`src/rtl/mul_div_unit.sv`:
```
// Iterative RV32M multiply/divide unit: radix-2 shift-add multiply, restoring divide, sign fix-up.
// Optional MD_EARLY_OUT_EN: divide-by-zero and signed-overflow requests bypass the iteration phase.
module mul_div_unit #(
  parameter int DWIDTH = 32
) (
  input  logic              clk,
  input  logic              rst_n,
  input  logic [DWIDTH-1:0] MD_In_A,
  input  logic [DWIDTH-1:0] MD_In_B,
  input  logic [2:0]        MD_OP,
  input  logic              MD_Start,
  input  logic              MD_Flush,
  output logic              MD_Ready,
  output logic              MD_Done,
  output logic [DWIDTH-1:0] MD_Out
);

  localparam int CW = $clog2(DWIDTH) + 1;

  typedef enum logic [1:0] {IDLE, CALC, FIX, DONE} state_t;

  state_t              state, state_next;
  logic [2*DWIDTH-1:0] acc;
  logic [DWIDTH-1:0]   opnd;
  logic [DWIDTH-1:0]   special_val;
  logic [DWIDTH-1:0]   out_q;
  logic [2:0]          op;
  logic                neg_q, neg_r, special;
  logic [CW-1:0]       cnt;

  // Request decode, evaluated on the raw inputs at the accepting edge
  logic              accept, is_div, signed_div, a_sgn, b_sgn;
  logic              div_zero, div_ovf, req_special;
  logic [DWIDTH-1:0] a_mag, b_mag, req_special_val;

  assign accept     = MD_Start && (state == IDLE) && !MD_Flush;
  assign is_div     = MD_OP[2];
  assign signed_div = MD_OP[2] && !MD_OP[0];
  assign a_sgn      = MD_In_A[DWIDTH-1] && (signed_div || MD_OP == 3'd1 || MD_OP == 3'd2);
  assign b_sgn      = MD_In_B[DWIDTH-1] && (signed_div || MD_OP == 3'd1);
  assign a_mag      = a_sgn ? -MD_In_A : MD_In_A;
  assign b_mag      = b_sgn ? -MD_In_B : MD_In_B;
  assign div_zero   = is_div && (MD_In_B == '0);
  assign div_ovf    = signed_div && (MD_In_A == {1'b1, {(DWIDTH-1){1'b0}}}) && (MD_In_B == '1);
  assign req_special = div_zero || div_ovf;

  always_comb begin
    req_special_val = '0;
    if (div_zero)
      req_special_val = MD_OP[1] ? MD_In_A : '1;
    else if (div_ovf)
      req_special_val = MD_OP[1] ? '0 : MD_In_A;
  end

  // One iteration step of each algorithm; acc holds {high/remainder, low/quotient}
  logic [DWIDTH:0]     mul_sum;
  logic [2*DWIDTH-1:0] mul_next;
  logic [DWIDTH:0]     div_shift;
  logic [DWIDTH+1:0]   div_diff;
  logic [2*DWIDTH-1:0] div_next;

  assign mul_sum   = {1'b0, acc[2*DWIDTH-1:DWIDTH]} + (acc[0] ? {1'b0, opnd} : '0);
  assign mul_next  = {mul_sum, acc[DWIDTH-1:1]};
  assign div_shift = {acc[2*DWIDTH-1:DWIDTH], acc[DWIDTH-1]};
  assign div_diff  = {1'b0, div_shift} - {2'b00, opnd};
  assign div_next  = div_diff[DWIDTH+1] ? {div_shift[DWIDTH-1:0], acc[DWIDTH-2:0], 1'b0}
                                        : {div_diff[DWIDTH-1:0], acc[DWIDTH-2:0], 1'b1};

  // Sign fix-up and result selection
  logic [2*DWIDTH-1:0] prod_fix;
  logic [DWIDTH-1:0]   quot_fix, rem_fix, fix_result;

  always_comb begin
    prod_fix = neg_q ? -acc : acc;
    quot_fix = neg_q ? -acc[DWIDTH-1:0] : acc[DWIDTH-1:0];
    rem_fix  = neg_r ? -acc[2*DWIDTH-1:DWIDTH] : acc[2*DWIDTH-1:DWIDTH];
    if (special)
      fix_result = special_val;
    else if (!op[2])
      fix_result = (op == 3'd0) ? prod_fix[DWIDTH-1:0] : prod_fix[2*DWIDTH-1:DWIDTH];
    else
      fix_result = op[1] ? rem_fix : quot_fix;
  end

  always_ff @(posedge clk or negedge rst_n) begin
    if (!rst_n)
      state <= IDLE;
    else
      state <= state_next;
  end

  always_comb begin
    state_next = state;
    case (state)
      IDLE: begin
        if (accept) begin
`ifdef MD_EARLY_OUT_EN
          state_next = req_special ? FIX : CALC;
`else
          state_next = CALC;
`endif
        end
      end
      CALC:    if (cnt == CW'(DWIDTH-1)) state_next = FIX;
      FIX:     state_next = DONE;
      DONE:    state_next = IDLE;
      default: state_next = IDLE;
    endcase
    if (MD_Flush)
      state_next = IDLE;
  end

  always_ff @(posedge clk or negedge rst_n) begin
    if (!rst_n) begin
      acc         <= '0;
      opnd        <= '0;
      special_val <= '0;
      out_q       <= '0;
      op          <= '0;
      neg_q       <= 1'b0;
      neg_r       <= 1'b0;
      special     <= 1'b0;
      cnt         <= '0;
    end else begin
      if (accept) begin
        op          <= MD_OP;
        special     <= req_special;
        special_val <= req_special_val;
        neg_q       <= a_sgn ^ b_sgn;
        neg_r       <= a_sgn;
        cnt         <= '0;
        acc         <= {{DWIDTH{1'b0}}, (is_div ? a_mag : b_mag)};
        opnd        <= is_div ? b_mag : a_mag;
      end else if (state == CALC && !MD_Flush) begin
        cnt <= cnt + 1'b1;
        acc <= op[2] ? div_next : mul_next;
      end
      // A flush during FIX must leave the previous result visible
      if (state == FIX && !MD_Flush)
        out_q <= fix_result;
    end
  end

  assign MD_Ready = (state == IDLE);
  assign MD_Done  = (state == DONE);
  assign MD_Out   = out_q;

endmodule

```
`config.mk`:
```
export PLATFORM = sky130hd
export DESIGN_NAME = mul_div_unit
export DESIGN_NICKNAME = d
export VERILOG_FILES = /design/src/rtl/mul_div_unit.sv
export SDC_FILE = /design/constraint.sdc
export NUM_CORES = 1
export LEC_CHECK = 0
export CAP_MARGIN = 10
export CORE_MARGIN = 1
export CORE_UTILIZATION = 45
export CTS_CLUSTER_SIZE = 16
export DETAILED_ROUTE_END_ITERATION = 8
export PLACE_DENSITY = 0.66
export SLEW_MARGIN = 20
export SYNTH_ARGS = -nofsm -noshare
export SYNTH_HDL_FRONTEND = slang
export SYNTH_SLANG_ARGS = --single-unit
```
`constraint.sdc`:
```
create_clock -name clk -period 4.15 [get_ports clk]
set_clock_uncertainty 0.1 [all_clocks]
set_input_delay 0.83 -clock clk [delete_from_list [all_inputs] [get_ports clk]]
set_output_delay 0.83 -clock clk [all_outputs]
set_load 0.05 [all_outputs]
```
==> results of run 1 <==
[repair_timing]
item | CTS | global route
gates resized for setup | 0 | 1
hold buffers | 0 | 0
endpoints found under the setup margin | 0 | 3
[cell type report]
class / instances / area (sq um) / share of cell area [%]
Tap cell: 455 / 569 / 3.11
Sequential cell: 174 / 4360 / 23.8
Clock inverter: 15 / 185 / 1.01
Multi-Input combinational cell: 1717 / 10800 / 59.2
Inverter: 69 / 259 / 1.42
Clock buffer: 17 / 425 / 2.32
Timing Repair Buffer: 184 / 1680 / 9.15
[logic make-up (layout without fill, tap and decap cells)]
logic type | Yosys count | after routing | share of synthesized area, %
AO/OA/AOI/OAI | 659 | 659 | 25.6
AND/OR/NAND/NOR | 727 | 727 | 21.5
adder cells (fa/ha/maj) | 76 | 76 | 6.05
buffers and inverters | 212 | 285 | 5.13
flip-flops | 174 | 174 | 27.3
multiplexers | 56 | 56 | 3.55
XOR/XNOR | 199 | 199 | 10.9
[worst max-delay path by stage]
| stage | cells after the start | end | slack, ns | from |
|---|---|---|---|---|
| after floorplan | 13 | acc[63]$_DFFE_PN0P_ | 0.86 | acc[0]$_DFFE_PN0P_ |
| after global placement | 10 | special_val[21]$_DFFE_PN0P_ | 0.13 | MD_In_A[3] |
| after detailed placement | 10 | special_val[20]$_DFFE_PN0P_ | 0.0001 | MD_In_A[3] |
| after CTS | 10 | special_val[24]$_DFFE_PN0P_ | 0.44 | MD_In_A[3] |
| after global routing | 10 | special_val[14]$_DFFE_PN0P_ | 0.22 | MD_In_A[3] |
| final | 13 | acc[63]$_DFFE_PN0P_ | 0.38 | acc[0]$_DFFE_PN0P_ |
[state kept, by name, summed over array words and instances, names as in the netlist]
name         flops
special          1
special_val     32
state            2
op               3
opnd            32
neg_q            1
neg_r            1
cnt              6
acc             64
MD_Out          32
[critical path, stage by stage (launching register included)]
cell and delay [ns]:
dfrtp_1 0.41, inv_1 0.10, buf_12 0.20, nor2_1 0.07, ha_1 0.38, a21oi_1 0.38
o21ai_0 0.21, a221oi_1 0.37, o22ai_1 0.18, nor3_1 0.36, o21ai_0 0.18, a21o_1 0.22
a31o_2 0.25, a32o_1 0.25
[where the power goes]
group | switching (mW) | internal, mW
clock | 0.864 | 0.825
sequential | 0.868 | 2.29
combinational | 6.22 | 3.85
total | 7.96 | 6.97
[cell usage in the layout, fill, tap and decap left out, types with 13 or more instances in the layout]
cell type        instances
clkbuf_16               17
nand3b_1                17
a21o_1                  25
nor2_1                 205
nand2b_1                21
o21ai_0                232
o211ai_1                49
nor4_1                  13
nand2_1                247
a31oi_1                 22
or4_1                   13
dfrtp_1                172
a22oi_1                 14
xor2_1                  95
inv_1                   67
nand3_1                 49
a221oi_1                21
xnor2_1                104
mux2i_1                 51
nand4_1                 23
buf_4                   77
o31ai_1                 23
o221ai_1                20
nor3_1                  43
nor2b_1                 15
or3_1                   17
ha_1                    74
clkdlybuf4s50_1        102
a21oi_1                160
[per-stage QoR]
stage                     std cells  setup slack [ns]  utilization (%)
after floorplan                2103             0.863                -
after global placement         2599             0.127             50.9
after detailed placement       2599          0.000148             50.9
after CTS                      2631             0.440             52.7
after global routing           2631             0.224             52.7
final                          2631             0.376             52.7
[metal layers]
layer | up-vias | GRT usage (%) | wire, um
li1 | 7645 | - | -
met3 | 100 | 5.78 | 5450
met5 | - | 0 | 0
met2 | 844 | 49.1 | 25600
met4 | 0 | 10.6 | 1950
met1 | 7874 | 45.2 | 25400
==> run summary, run 1 <==
Post-route antenna net violation count -> 0
CTS tree -> done
Die W -> 190 um
R2R setup slack -> 0.38 ns
1st-iter DRT viols -> 1906
GR Overflow Total -> 0
Via density -> 6.26
Synth area leaders -> dfrtp_1, o21ai_0, nand2_1
Pwr Total -> 14.9 mW
CP arrival -> 4.03 ns
Std-Cell Rows -> 68
Worst rel slew slack -> 30.5%
Critical R2R Launch -> acc[0]$_DFFE_PN0P_
RSZ-0062 raised after global routing -> no
CP Capture Type -> register
# DRC -> 0
Die Y -> 190 um
Min cycle time layout -> 3.77 ns
Pwr/cell area -> 816 nW/um^2
Seq/Total Area, Yosys -> 27.3%
Largest net degree at the start of global routing -> 88
I/O pin count -> 105
Initial core utilization -> 46.0%
Setup CP Type -> reg2reg
Number of global-route vias before repair -> 14943
Min-Delay Path Class -> in2async
Synth top area share -> 27.3%
GP Congestion -> 1.05
Setup TNS -> 0 ns
Post-synth EDFFs -> 0
H-tree Lvls -> 4
Post-CTS Setup Bufs -> 0
Via count -> 16463
Drt first pass iters -> 8
Yosys warns -> 0
Area leader, netlist -> dfrtp_1
CTS Sinks -> 174
Slew Viols, Final -> 0
Synthesized area -> 16000 sq um
Hold Vio Cnt, Final -> 0
CTS Root Cell -> clkbuf_16
Fin crit share -> 90.9%
Post-synth net total -> 2250
Area Overhead vs Synth -> 14.6%
Peak supply drop -> 0.000406 V
Design area -> 18300 sq um
Min Hold Slack -> 0.246 ns
#FFs+latches synth -> 174
Share of cells above drive strength 1 -> 7.63%
Setup-failing EPs final -> 0
Drt total wl -> 58.4 mm
Worst slew pin tran -> 1.04 ns
Number of diodes -> 0
Clk pin slew, worst setup/hold paths -> 0.08 ns
Total global-route track usage -> 32.1%
Worst reg2reg path endpoint -> acc[63]$_DFFE_PN0P_
First-pass GRT wire length -> 88.8 mm
CP Launch Type -> register
Area after DPL -> 17700 sq um
Post-Syn Area per Cell -> 7.59 sq um
Synth Instances -> 2103
Fmax -> 265 MHz
Leakage -> 7.60 nW
FF-to-FF path depth -> 13
Cts bufs inserted -> 17
Antenna violations before repair -> 0
Final #Nets -> 2310
Routed len/inst -> 22.2 um
Max Root-Sink Buffers -> 2
Distinct cell type count after synthesis -> 81
Number of port buffers -> 104
Die area -> 36200 sq um
FILL cells -> 3406
Core Footprint -> 34700 sq um
Most used flip-flop cell after synthesis -> dfrtp_1
Worst-Skew Late Latency -> 0.46 ns
Asr flop ratio synth -> 100%
Worst Path Max Fanout -> 32
Count leader, synth -> nand2_1
Max cap viols -> 0
Outcome -> finished, final reports clean
Dpl hpwl -> 45.2 mm
Worst endpoint required time -> 4.41 ns
Leading cell types by count after synthesis -> nand2_1, o21ai_0, nor2_1
Note: power is estimated with default switching activity, not from simulation.
==> run 2, diff against run 1 <==
--- a/config.mk
+++ b/config.mk
@@ -7,10 +7,10 @@
 export LEC_CHECK = 0
 export CAP_MARGIN = 10
 export CORE_MARGIN = 1
-export CORE_UTILIZATION = 45
+export CORE_UTILIZATION = 61
 export CTS_CLUSTER_SIZE = 16
 export DETAILED_ROUTE_END_ITERATION = 8
-export PLACE_DENSITY = 0.66
+export PLACE_DENSITY = 0.85
 export SLEW_MARGIN = 20
 export SYNTH_ARGS = -nofsm -noshare
 export SYNTH_HDL_FRONTEND = slang
==> run 2 against run 1 <==
Net effect:
- power rose by 1.3%
- setup slack got worse by 0.13 ns
- combinational power barely moved
==> run summary, run 2 (synthesis gave the netlist of run 1 again) <==
FF-to-FF path depth -> 8 (was 13)
RSZ-0062 raised after global routing -> no (unchanged)
I/O pin count -> 105 (unchanged)
GR Overflow Total -> 0 (unchanged)
Critical R2R Launch -> acc[19]$_DFFE_PN0P_ (was acc[0]$_DFFE_PN0P_)
Setup TNS -> 0 ns (unchanged)
Share of cells above drive strength 1 -> 7.92% (was 7.63%)
Routed len/inst -> 23.5 um (was 22.2 um)
Min cycle time layout -> 3.90 ns (was 3.77 ns)
1st-iter DRT viols -> 2051 (was 1906)
Max cap viols -> 0 (unchanged)
Via density -> 6.76 (was 6.26)
# DRC -> 0 (unchanged)
FILL cells -> 2058 (was 3406)
Clk pwr share -> 11.2% (was 11.3%)
Number of port buffers -> 104 (unchanged)
Die area -> 26800 sq um (was 36200 sq um)
Min-Delay Path Class -> in2async (unchanged)
Pwr Total -> 15.1 mW (was 14.9 mW)
CTS tree -> done (unchanged)
Outcome -> finished, final reports clean (unchanged)
Area after DPL -> 17600 sq um (was 17700 sq um)
Worst rel slew slack -> 28.5% (was 30.5%)
Switching part of the total -> 53.7% (was 53.3%)
Area Overhead vs Synth -> 14.0% (was 14.6%)
Most flop-heavy register -> acc (unchanged)
Drt total wl -> 59.2 mm (was 58.4 mm)
Crit path cell chain -> or4_1 -> or4_4 -> nor2_1 -> nand3_2 -> o21a_1 -> xor2_1 -> o21ai_0 -> nand3_1 (was inv_1 -> buf_12 -> nor2_1 -> ha_1 -> a21oi_1 -> o21ai_0 -> a221oi_1 -> o22ai_1 -> nor3_1 -> o21ai_0 -> a21o_1 -> a31o_2 -> a32o_1)
CP arrival -> 4.11 ns (was 4.03 ns)
Leakage -> 7.65 nW (was 7.60 nW)
Drt first pass iters -> 7 (was 8)
Max Root-Sink Buffers -> 2 (unchanged)
Post-CTS Setup Bufs -> 0 (unchanged)
Slew Viols, Final -> 0 (unchanged)
Hold Vio Cnt, Final -> 0 (unchanged)
Min Hold Slack -> 0.371 ns (was 0.246 ns)
Design area -> 18200 sq um (was 18300 sq um)
CP Capture Type -> register (unchanged)
Comb pwr share -> 67.8% (was 67.5%)
CTS Hold Bufs -> 0 (unchanged)
Total global-route track usage -> 44.7% (was 32.1%)
Initial core utilization -> 62.8% (was 46.0%)
Clk pin slew, worst setup/hold paths -> 0.08 ns (about the same)
Worst-Skew Late Latency -> 0.46 ns (about the same)
Post-CTS resize count -> 0 (unchanged)
Largest net degree at the start of global routing -> 106 (was 88)
R2R setup slack -> 0.25 ns (was 0.38 ns)
Worst slew pin tran -> 1.07 ns (was 1.04 ns)
GP Congestion -> 1.07 (was 1.05)
Via count -> 17007 (was 16463)
Worst endpoint required time -> 4.36 ns (was 4.41 ns)
CTS Root Cell -> clkbuf_16 (unchanged)
Final #Nets -> 2319 (was 2310)
Fmax -> 256 MHz (was 265 MHz)
Flip-flop count of the largest register after layout -> 64 (unchanged)
Worst Path Max Fanout -> 15 (was 32)
Setup crit start -> acc[19]$_DFFE_PN0P_ (was acc[0]$_DFFE_PN0P_)
Leading cell type in the layout, fill and taps excluded -> nand2_1 (unchanged)
Switch Pwr -> 8.11 mW (was 7.96 mW)
Worst reg2reg path endpoint -> MD_Out[2]$_DFFE_PN0P_ (was acc[63]$_DFFE_PN0P_)
Setup-failing EPs final -> 0 (unchanged)
Post-Route Utilization -> 71.7% (was 52.7%)
Peak supply drop -> 0.000607 V (was 0.000406 V)
Die Y -> 164 um (was 190 um)
Setup CP Type -> reg2reg (unchanged)
Dpl hpwl -> 45.2 mm (about the same)
Pwr/cell area -> 830 nW/um^2 (was 816 nW/um^2)
Number of global-route vias before repair -> 15911 (was 14943)
CTS Sinks -> 174 (unchanged)
Antenna violations before repair -> 4 (was 0)
Std-Cell Rows -> 58 (was 68)
H-tree Lvls -> 4 (unchanged)
Register share of total power -> 20.9% (was 21.2%)
Crit path to -> MD_Out[2]$_DFFE_PN0P_ (was acc[63]$_DFFE_PN0P_)
CP Launch Type -> register (unchanged)
Post-route antenna net violation count -> 0 (unchanged)
Slowest cell on the critical path -> or4_1 (was dfrtp_1)
Cell Int Power -> 7.00 mW (was 6.97 mW)
Cts bufs inserted -> 17 (unchanged)
Fin crit share -> 94.0% (was 90.9%)
Die W -> 164 um (was 190 um)
CP max stage delay -> 0.70 ns (was 0.41 ns)
Most frequent cells in the layout -> nand2_1, o21ai_0, nor2_1 (unchanged)
Core Footprint -> 25400 sq um (was 34700 sq um)
First-pass GRT wire length -> 90.6 mm (was 88.8 mm)
-- run 2: stage by stage --
stage | instances | setup slack, ns
floorplan | 2103 | 0.863
global placement | 2483 | 0.363
detailed placement | 2483 | 0.263
CTS | 2515 | 0.380
global route | 2515 | 0.161
finish | 2516 | 0.248
-- run 2: worst min-delay path by stage --
stage	slack (ns)	startpoint	end
detailed placement	0.37	MD_Out[14]$_DFFE_PN0P_	MD_Out[14]$_DFFE_PN0P_
CTS	0.38	MD_Out[14]$_DFFE_PN0P_	MD_Out[14]$_DFFE_PN0P_
finish	0.37	rst_n	MD_Out[24]$_DFFE_PN0P_
global placement	0.36	MD_Out[22]$_DFFE_PN0P_	MD_Out[22]$_DFFE_PN0P_
floorplan	0.34	special_val[11]$_DFFE_PN0P_	special_val[11]$_DFFE_PN0P_
global route	0.42	rst_n	MD_Out[21]$_DFFE_PN0P_
-- run 2: power groups by stage --
stage | Sequential (mW) | Combinational (mW) | Clock [mW]
finish | 3.16 | 10.3 | 1.70
global placement | 3.10 | 9.72 | 0
floorplan | 3.26 | 6.56 | 0
global route | 3.21 | 11.0 | 1.75
detailed placement | 3.13 | 9.88 | 0
CTS | 3.11 | 9.96 | 1.69
-- run 2: critical path, delay by kind of cell, from the launching register on --
kind	cells	cell delay (ns)
compound gates	2	0.85
xor+xnor	1	0.13
flops	1	0.55
simple gates	5	2.12
-- run 2: area by class of cell --
class                      instances  area, sq um  share of cell area, %
antenna                            1         2.50                 0.0137
clock buffer                      18          429                   2.36
clock inverter                    14          170                  0.935
inverter                          69          259                   1.42
multi-input combinational       1717        10800                   59.4
sequential                       174         4360                   23.9
tap                              330          413                   2.27
timing repair buffer             193         1760                   9.64
-- run 2: layer usage --
| metal | up-vias | track usage [%] | share of wire, % |
|---|---|---|---|
| met5 | - | 0 | 0.049 |
| met1 | 7978 | 57.9 | 39 |
| li1 | 7686 | - | - |
| met2 | 1089 | 67.5 | 43 |
| met3 | 250 | 12.0 | 12 |
| met4 | 4 | 24.8 | 6.3 |
==> run 3, diff against run 2 <==
--- a/config.mk
+++ b/config.mk
@@ -10,7 +10,7 @@
 export CORE_UTILIZATION = 61
 export CTS_CLUSTER_SIZE = 16
 export DETAILED_ROUTE_END_ITERATION = 8
-export PLACE_DENSITY = 0.85
+export PLACE_DENSITY = 0.82
 export SLEW_MARGIN = 20
 export SYNTH_ARGS = -nofsm -noshare
 export SYNTH_HDL_FRONTEND = slang
==> run 3 against run 2 <==
Net effect:
- non-clock buffer count is 23 lower
- global-route usage decreased by 1.2 points
- fmax down 0.98%
- largest power group unchanged
- critical endpoint unchanged
- flip-flop and latch count is the same
- die area stayed put
- critical path type unchanged
- clock-buffer cell count down 1
==> run summary, run 3 (synthesis gave the netlist of run 1 again) <==
CTS tree -> done (unchanged)
Design area -> 18000 sq um (was 18200 sq um)
GR Overflow Total -> 0 (unchanged)
Final #Nets -> 2296 (was 2319)
Most frequent cells in the layout -> nand2_1, o21ai_0, nor2_1 (unchanged)
Largest net degree at the start of global routing -> 99 (was 106)
Die Y -> 164 um (unchanged)
Outcome -> finished, final reports clean (unchanged)
Drt first pass iters -> 7 (unchanged)
Number of port buffers -> 104 (unchanged)
Post-CTS resize count -> 0 (unchanged)
Placed insts -> 2460 (was 2483)
Setup TNS -> 0 ns (unchanged)
RSZ-0062 raised after global routing -> no (unchanged)
Via count -> 16789 (was 17007)
CTS Root Cell -> clkbuf_16 (unchanged)
Die W -> 164 um (unchanged)
Worst-Skew Late Latency -> 0.45 ns (was 0.46 ns)
Initial core utilization -> 62.8% (unchanged)
Routed len/inst -> 23.1 um (was 23.5 um)
GP Congestion -> 1.03 (was 1.07)
Worst rel slew slack -> 27.6% (was 28.5%)
First-pass GRT wire length -> 88.3 mm (was 90.6 mm)
Leading cell type in the layout, fill and taps excluded -> nand2_1 (unchanged)
Min-Delay Path Class -> in2async (unchanged)
Pwr/cell area -> 824 nW/um^2 (was 830 nW/um^2)
Cts bufs inserted -> 17 (unchanged)
Post-route antenna net violation count -> 0 (unchanged)
Core Footprint -> 25400 sq um (unchanged)
Leakage -> 7.52 nW (was 7.65 nW)
Dpl hpwl -> 44.1 mm (was 45.2 mm)
Post-CTS Setup Bufs -> 0 (unchanged)
Number of global-route vias before repair -> 15413 (was 15911)
Max Root-Sink Buffers -> 2 (unchanged)
Number of diodes -> 0 (was 1)
Antenna violations before repair -> 2 (was 4)
Drt total wl -> 57.5 mm (was 59.2 mm)
# DRC -> 0 (unchanged)
Setup-failing EPs final -> 0 (unchanged)
CTS Sinks -> 174 (unchanged)
Fmax -> 254 MHz (was 256 MHz)
Share of cells above drive strength 1 -> 6.98% (was 7.92%)
Setup CP Type -> reg2reg (unchanged)
Die area -> 26800 sq um (unchanged)
Std-Cell Rows -> 58 (unchanged)
Slew Viols, Final -> 0 (unchanged)
Area Overhead vs Synth -> 12.9% (was 14.0%)
Most flop-heavy register -> acc (unchanged)
Cell Count, Final, Fillers Out -> 2492 (was 2516)
Total global-route track usage -> 43.5% (was 44.7%)
Fin crit share -> 95.0% (was 94.0%)
Max cap viols -> 0 (unchanged)
Worst endpoint required time -> 4.36 ns (about the same)
CP Launch Type -> register (unchanged)
Worst slew pin tran -> 1.09 ns (was 1.07 ns)
Final WS setup -> 0.209 ns (was 0.248 ns)
Min cycle time layout -> 3.94 ns (was 3.90 ns)
Critical R2R Launch -> acc[19]$_DFFE_PN0P_ (unchanged)
Area after DPL -> 17400 sq um (was 17600 sq um)
1st-iter DRT viols -> 2008 (was 2051)
CP arrival -> 4.15 ns (was 4.11 ns)
Via density -> 6.74 (was 6.76)
I/O pin count -> 105 (unchanged)
Flip-flop count of the largest register after layout -> 64 (unchanged)
Place WS -> 0.214 ns (was 0.263 ns)
CP Capture Type -> register (unchanged)
Worst Path Max Fanout -> 10 (was 15)
H-tree Lvls -> 4 (unchanged)
CTS Hold Bufs -> 0 (unchanged)
FF-to-FF path depth -> 9 (was 8)
Setup crit start -> acc[19]$_DFFE_PN0P_ (unchanged)
Hold Vio Cnt, Final -> 0 (unchanged)
Peak supply drop -> 0.000467 V (was 0.000607 V)
Clk pin slew, worst setup/hold paths -> 0.09 ns (was 0.08 ns)
==> run 3: cell types whose count changed in the layout (fill, tap and decap cells not counted), sizes merged <==
cell | previous run | this run
inv | 77 | 76
clkbuf | 18 | 17
clkinv | 6 | 7
clkinvlp | 0 | 1
buf | 91 | 68
diode | 1 | 0
==> run 3: final timing paths <==
kind                                          end  slack, ns
setup / recovery            MD_Out[2]$_DFFE_PN0P_       0.21
hold / removal                 cnt[5]$_DFFE_PN0P_       0.35
setup reg to reg            MD_Out[2]$_DFFE_PN0P_       0.21
hold reg to reg             MD_Out[1]$_DFFE_PN0P_       0.39
max in group asynchronous  MD_Out[17]$_DFFE_PN0P_       2.46
min in group clk            MD_Out[1]$_DFFE_PN0P_       0.39
==> run 3: routing by layer <==
layer	share of wire (%)	vias up	track usage [%]
met1	40	7910	57.7
met4	5.0	4	20.2
met2	43	1023	64.8
met5	0.042	-	0
met3	12	206	13.2
li1	-	7646	-
==> run 3: critical path, stage by stage (launching register included) <==
cell,delay (ns)
dfrtp_1,0.54
or4_1,0.65
or4_4,0.60
nor2_1,0.29
nand3_2,0.31
buf_4,0.27
o21a_1,0.18
xor2_1,0.14
o21ai_0,0.57
nand3_1,0.15
==> run 3: per-stage QoR <==
| step | power, mW | util, % | hold WS [ns] |
|---|---|---|---|
| 4_1_cts | 14.5 | 70.9 | 0.385 |
| 3_3_place_gp | 12.6 | 68.6 | 0.357 |
| 2_1_floorplan | 9.82 | - | 0.341 |
| 6_report | 14.8 | 70.9 | 0.348 |
| 3_5_place_dp | 12.8 | 68.6 | 0.369 |
| 5_1_grt | 15.7 | 70.9 | 0.413 |
==> run 3: area by class of cell <==
class | instances | area, sq um
Clock inverter | 15 | 171
Inverter | 69 | 259
Multi-Input combinational cell | 1717 | 10800
Fill cell | 2083 | 7380
Clock buffer | 17 | 425
Sequential cell | 174 | 4360
Timing Repair Buffer | 170 | 1570
Tap cell | 330 | 413
==> run 3: power by group <==
part	leakage, nW	total (mW)	switching (mW)	internal [mW]
combinational	4.99	9.89	6.15	3.74
sequential	2.24	3.27	0.977	2.29
clock	0.289	1.69	0.873	0.816
total	7.52	14.8	8.00	6.84
==> patch, RTL diff (config.mk and constraints of run 1) <==
Set the parameter `DWIDTH` to 16 (it was 32).
--- a/src/rtl/mul_div_unit.sv
+++ b/src/rtl/mul_div_unit.sv
@@ -3,3 +3,3 @@
 module mul_div_unit #(
-  parameter int DWIDTH = 32
+  parameter int DWIDTH = 16
 ) (
Interface: changed (resized MD_In_A, MD_In_B and MD_Out); port bits go from 105 to 57. The function was not compared with the original's and may differ.
==> patch against run 1 <==
Via count fell by 51%. Synthesized area decreased by 48%. Power decreased by 50%. Final area fell by 49%. Hold slack better by 0.12 ns. Wire length down 56%. Worst setup slack better by 0.54 ns. Sequential cell count down 81. Count of clock-buffer cells in the layout is 7 lower. First-iteration DRC count decreased by 65%. Core utilization is 1.1 points lower. Critical path type unchanged. Critical endpoint is now acc[29].
==> patch: results (changes against run 1) <==
number of vias per cell after detailed routing = 6.141 (-1.9%)
GRT Total Usage = 0.2773 (-0.04335)
non-clock inverter count in the final layout = 45 (-35%)
post-layout net count = 1152 (-50%)
global-route wire length before repair = 39590 um (-55%)
filler cell count = 1746 (-49%)
number of gates resized after cts = 0 (unchanged)
Slowest Stage Delay on Critical Path = 0.50 ns (+0.09 ns)
run status = completed
VDD IR max = 557.3 uV (+37%)
cell class contributing the biggest share of worst-path delay = compound AO/OA/AOI/OAI gates
maximum buffer depth of the clock tree = 2 (unchanged)
count of cells along the worst register-to-register path = 10 (-3)
leading post-synthesis cells by instance count = sky130_fd_sc_hd__nor2_1, sky130_fd_sc_hd__nand2_1, sky130_fd_sc_hd__o21ai_0
H-tree Lvls = 3 (-1)
area of combinational cells with multiple inputs = 5500 um^2 (-49%)
critical path peak fanout = 9 (-72%)
total clock buffers created by CTS = 9 (-8)
per-instance average area after synthesis = 7.881 um^2 (+3.8%)
Crit Reg-Reg Endpoint = acc[29]
total placed cells including tap cells = 1286 (-51%)
pin count of the biggest net entering global routing = 47 (-47%)
Leak = 3.903 nW (-49%)
reg-to-reg startpoint = acc[0]
Slew HR = 0.4937 (+0.1886)
type of the most critical hold path = in -> async
Worst R2R Setup Slack = 0.92 ns (+0.54 ns)
detailed-placement wirelength estimate = 19790 um (-56%)
area fraction of clock buffers and clock inverters = 0.03480 (+0.001436)
fraction of layout cells with a size suffix above 1 = 0.05965 (-0.01664)
cell with the largest stage delay on the worst path = sky130_fd_sc_hd__dfrtp_1
clock latency on the worst-skew pair = 0.36 ns (-0.10 ns)
area of all sequential standard cells = 2327 um^2 (-47%)
Crit path arrival time = 3.40 ns (-0.63 ns)
Pre-Repair DR Iteration Count = 5 (-3)
total number of multi-input combinational cells = 848 (-51%)
number of diodes = 0 (unchanged)
Top FF cell, synth = sky130_fd_sc_hd__dfrtp_1
clock tree root driver cell = sky130_fd_sc_hd__clkbuf_16
wire per inst = 19.71 um (-11%)
port buffer count = 56 (-46%)
main area contributors after synthesis = sky130_fd_sc_hd__dfrtp_1, sky130_fd_sc_hd__ha_1, sky130_fd_sc_hd__xnor2_1
clkbuf count = 10 (-7)
Warnings, synthesis = 0 (unchanged)
fin cells = 1302 (-51%)
number of distinct library cells after synthesis = 68 (-16%)
clock input transition at the sequential cells of the worst setup and hold paths = 0.07 ns
antenna violations before repair = 0 (unchanged)
final slew viol count = 0 (unchanged)
post-synth net total = 1132 (-50%)
number of non-clock buffers = 71 (-61%)
Routability Congestion = 0.9283 (-11%)
Final non-clock buffer share = 0.07230 (-0.01925)
number of global-route vias before repair = 7294 (-51%)
share of flip-flops with an asynchronous set or reset after synthesis = 1.000 (unchanged)
number of synthesized register bits = 93 (-47%)
number of DRC markers in iteration 0 = 668 (-65%)
proportion of synthesized chip area in sequential cells = 0.2818 (+0.009005)
flip-flop count of the largest register, all copies and words added = 32 (-50%)
buffers inserted by post-CTS timing repair = 0 (unchanged)
## patch: cell count changes after synthesis, sizes merged, moves of 35 or more
cell	delta
dfrtp	-81
a21oi	-85
o21ai	-128
xnor2	-48
clkbuf	-75
xor2	-64
nand2	-138
nor2	-97
o211ai	-35
## patch: cell families after synthesis
group	synth area share
AO/OA/AOI/OAI	0.2513
XOR/XNOR	0.09226
adder cells (fa/ha/maj)	0.06999
buffers and inverters	0.05226
flip-flops	0.2818
multiplexers	0.04787
AND/OR/NAND/NOR	0.2045
## patch: worst max-delay path by stage
| stage | cells past startpoint | from | to | slack, ns |
|---|---|---|---|---|
| finish | 10 | acc[0] | acc[29] | 0.92 |
| detailed placement | 8 | MD_In_B[3] | acc[9] | 0.82 |
| global route | 8 | acc[26] | acc[23] | 0.72 |
| global placement | 8 | MD_Flush | acc[30] | 0.87 |
| CTS | 10 | acc[0] | acc[29] | 0.94 |
| floorplan | 7 | MD_In_B[5] | opnd[9] | 1.50 |
## patch: stage by stage
step,hold WS (ns),power (mW),setup slack [ns],cell area (um^2)
2_1_floorplan,0.3412,5.179,1.497,8259
5_1_grt,0.4124,8.003,0.7225,9276
3_5_place_dp,0.3664,6.451,0.8215,8954
6_report,0.3643,7.452,0.9155,9276
4_1_cts,0.3819,7.388,0.9386,9276
3_3_place_gp,0.3643,6.396,0.8747,8954
## patch: power by group
part	leakage, nW	total (mW)	switching, mW	internal, mW
logic	2.55	4.68	2.86	1.82
clock network	0.154	0.930	0.395	0.534
registers	1.20	1.84	0.613	1.22
## patch: metal layers
metal	vias up	global-route usage	part of all wire
met5	-	0	0
met4	0	0.09096	0.026
met3	44	0.06402	0.060
met2	273	0.4213	0.44
met1	3847	0.3854	0.47
li1	3832	-	-
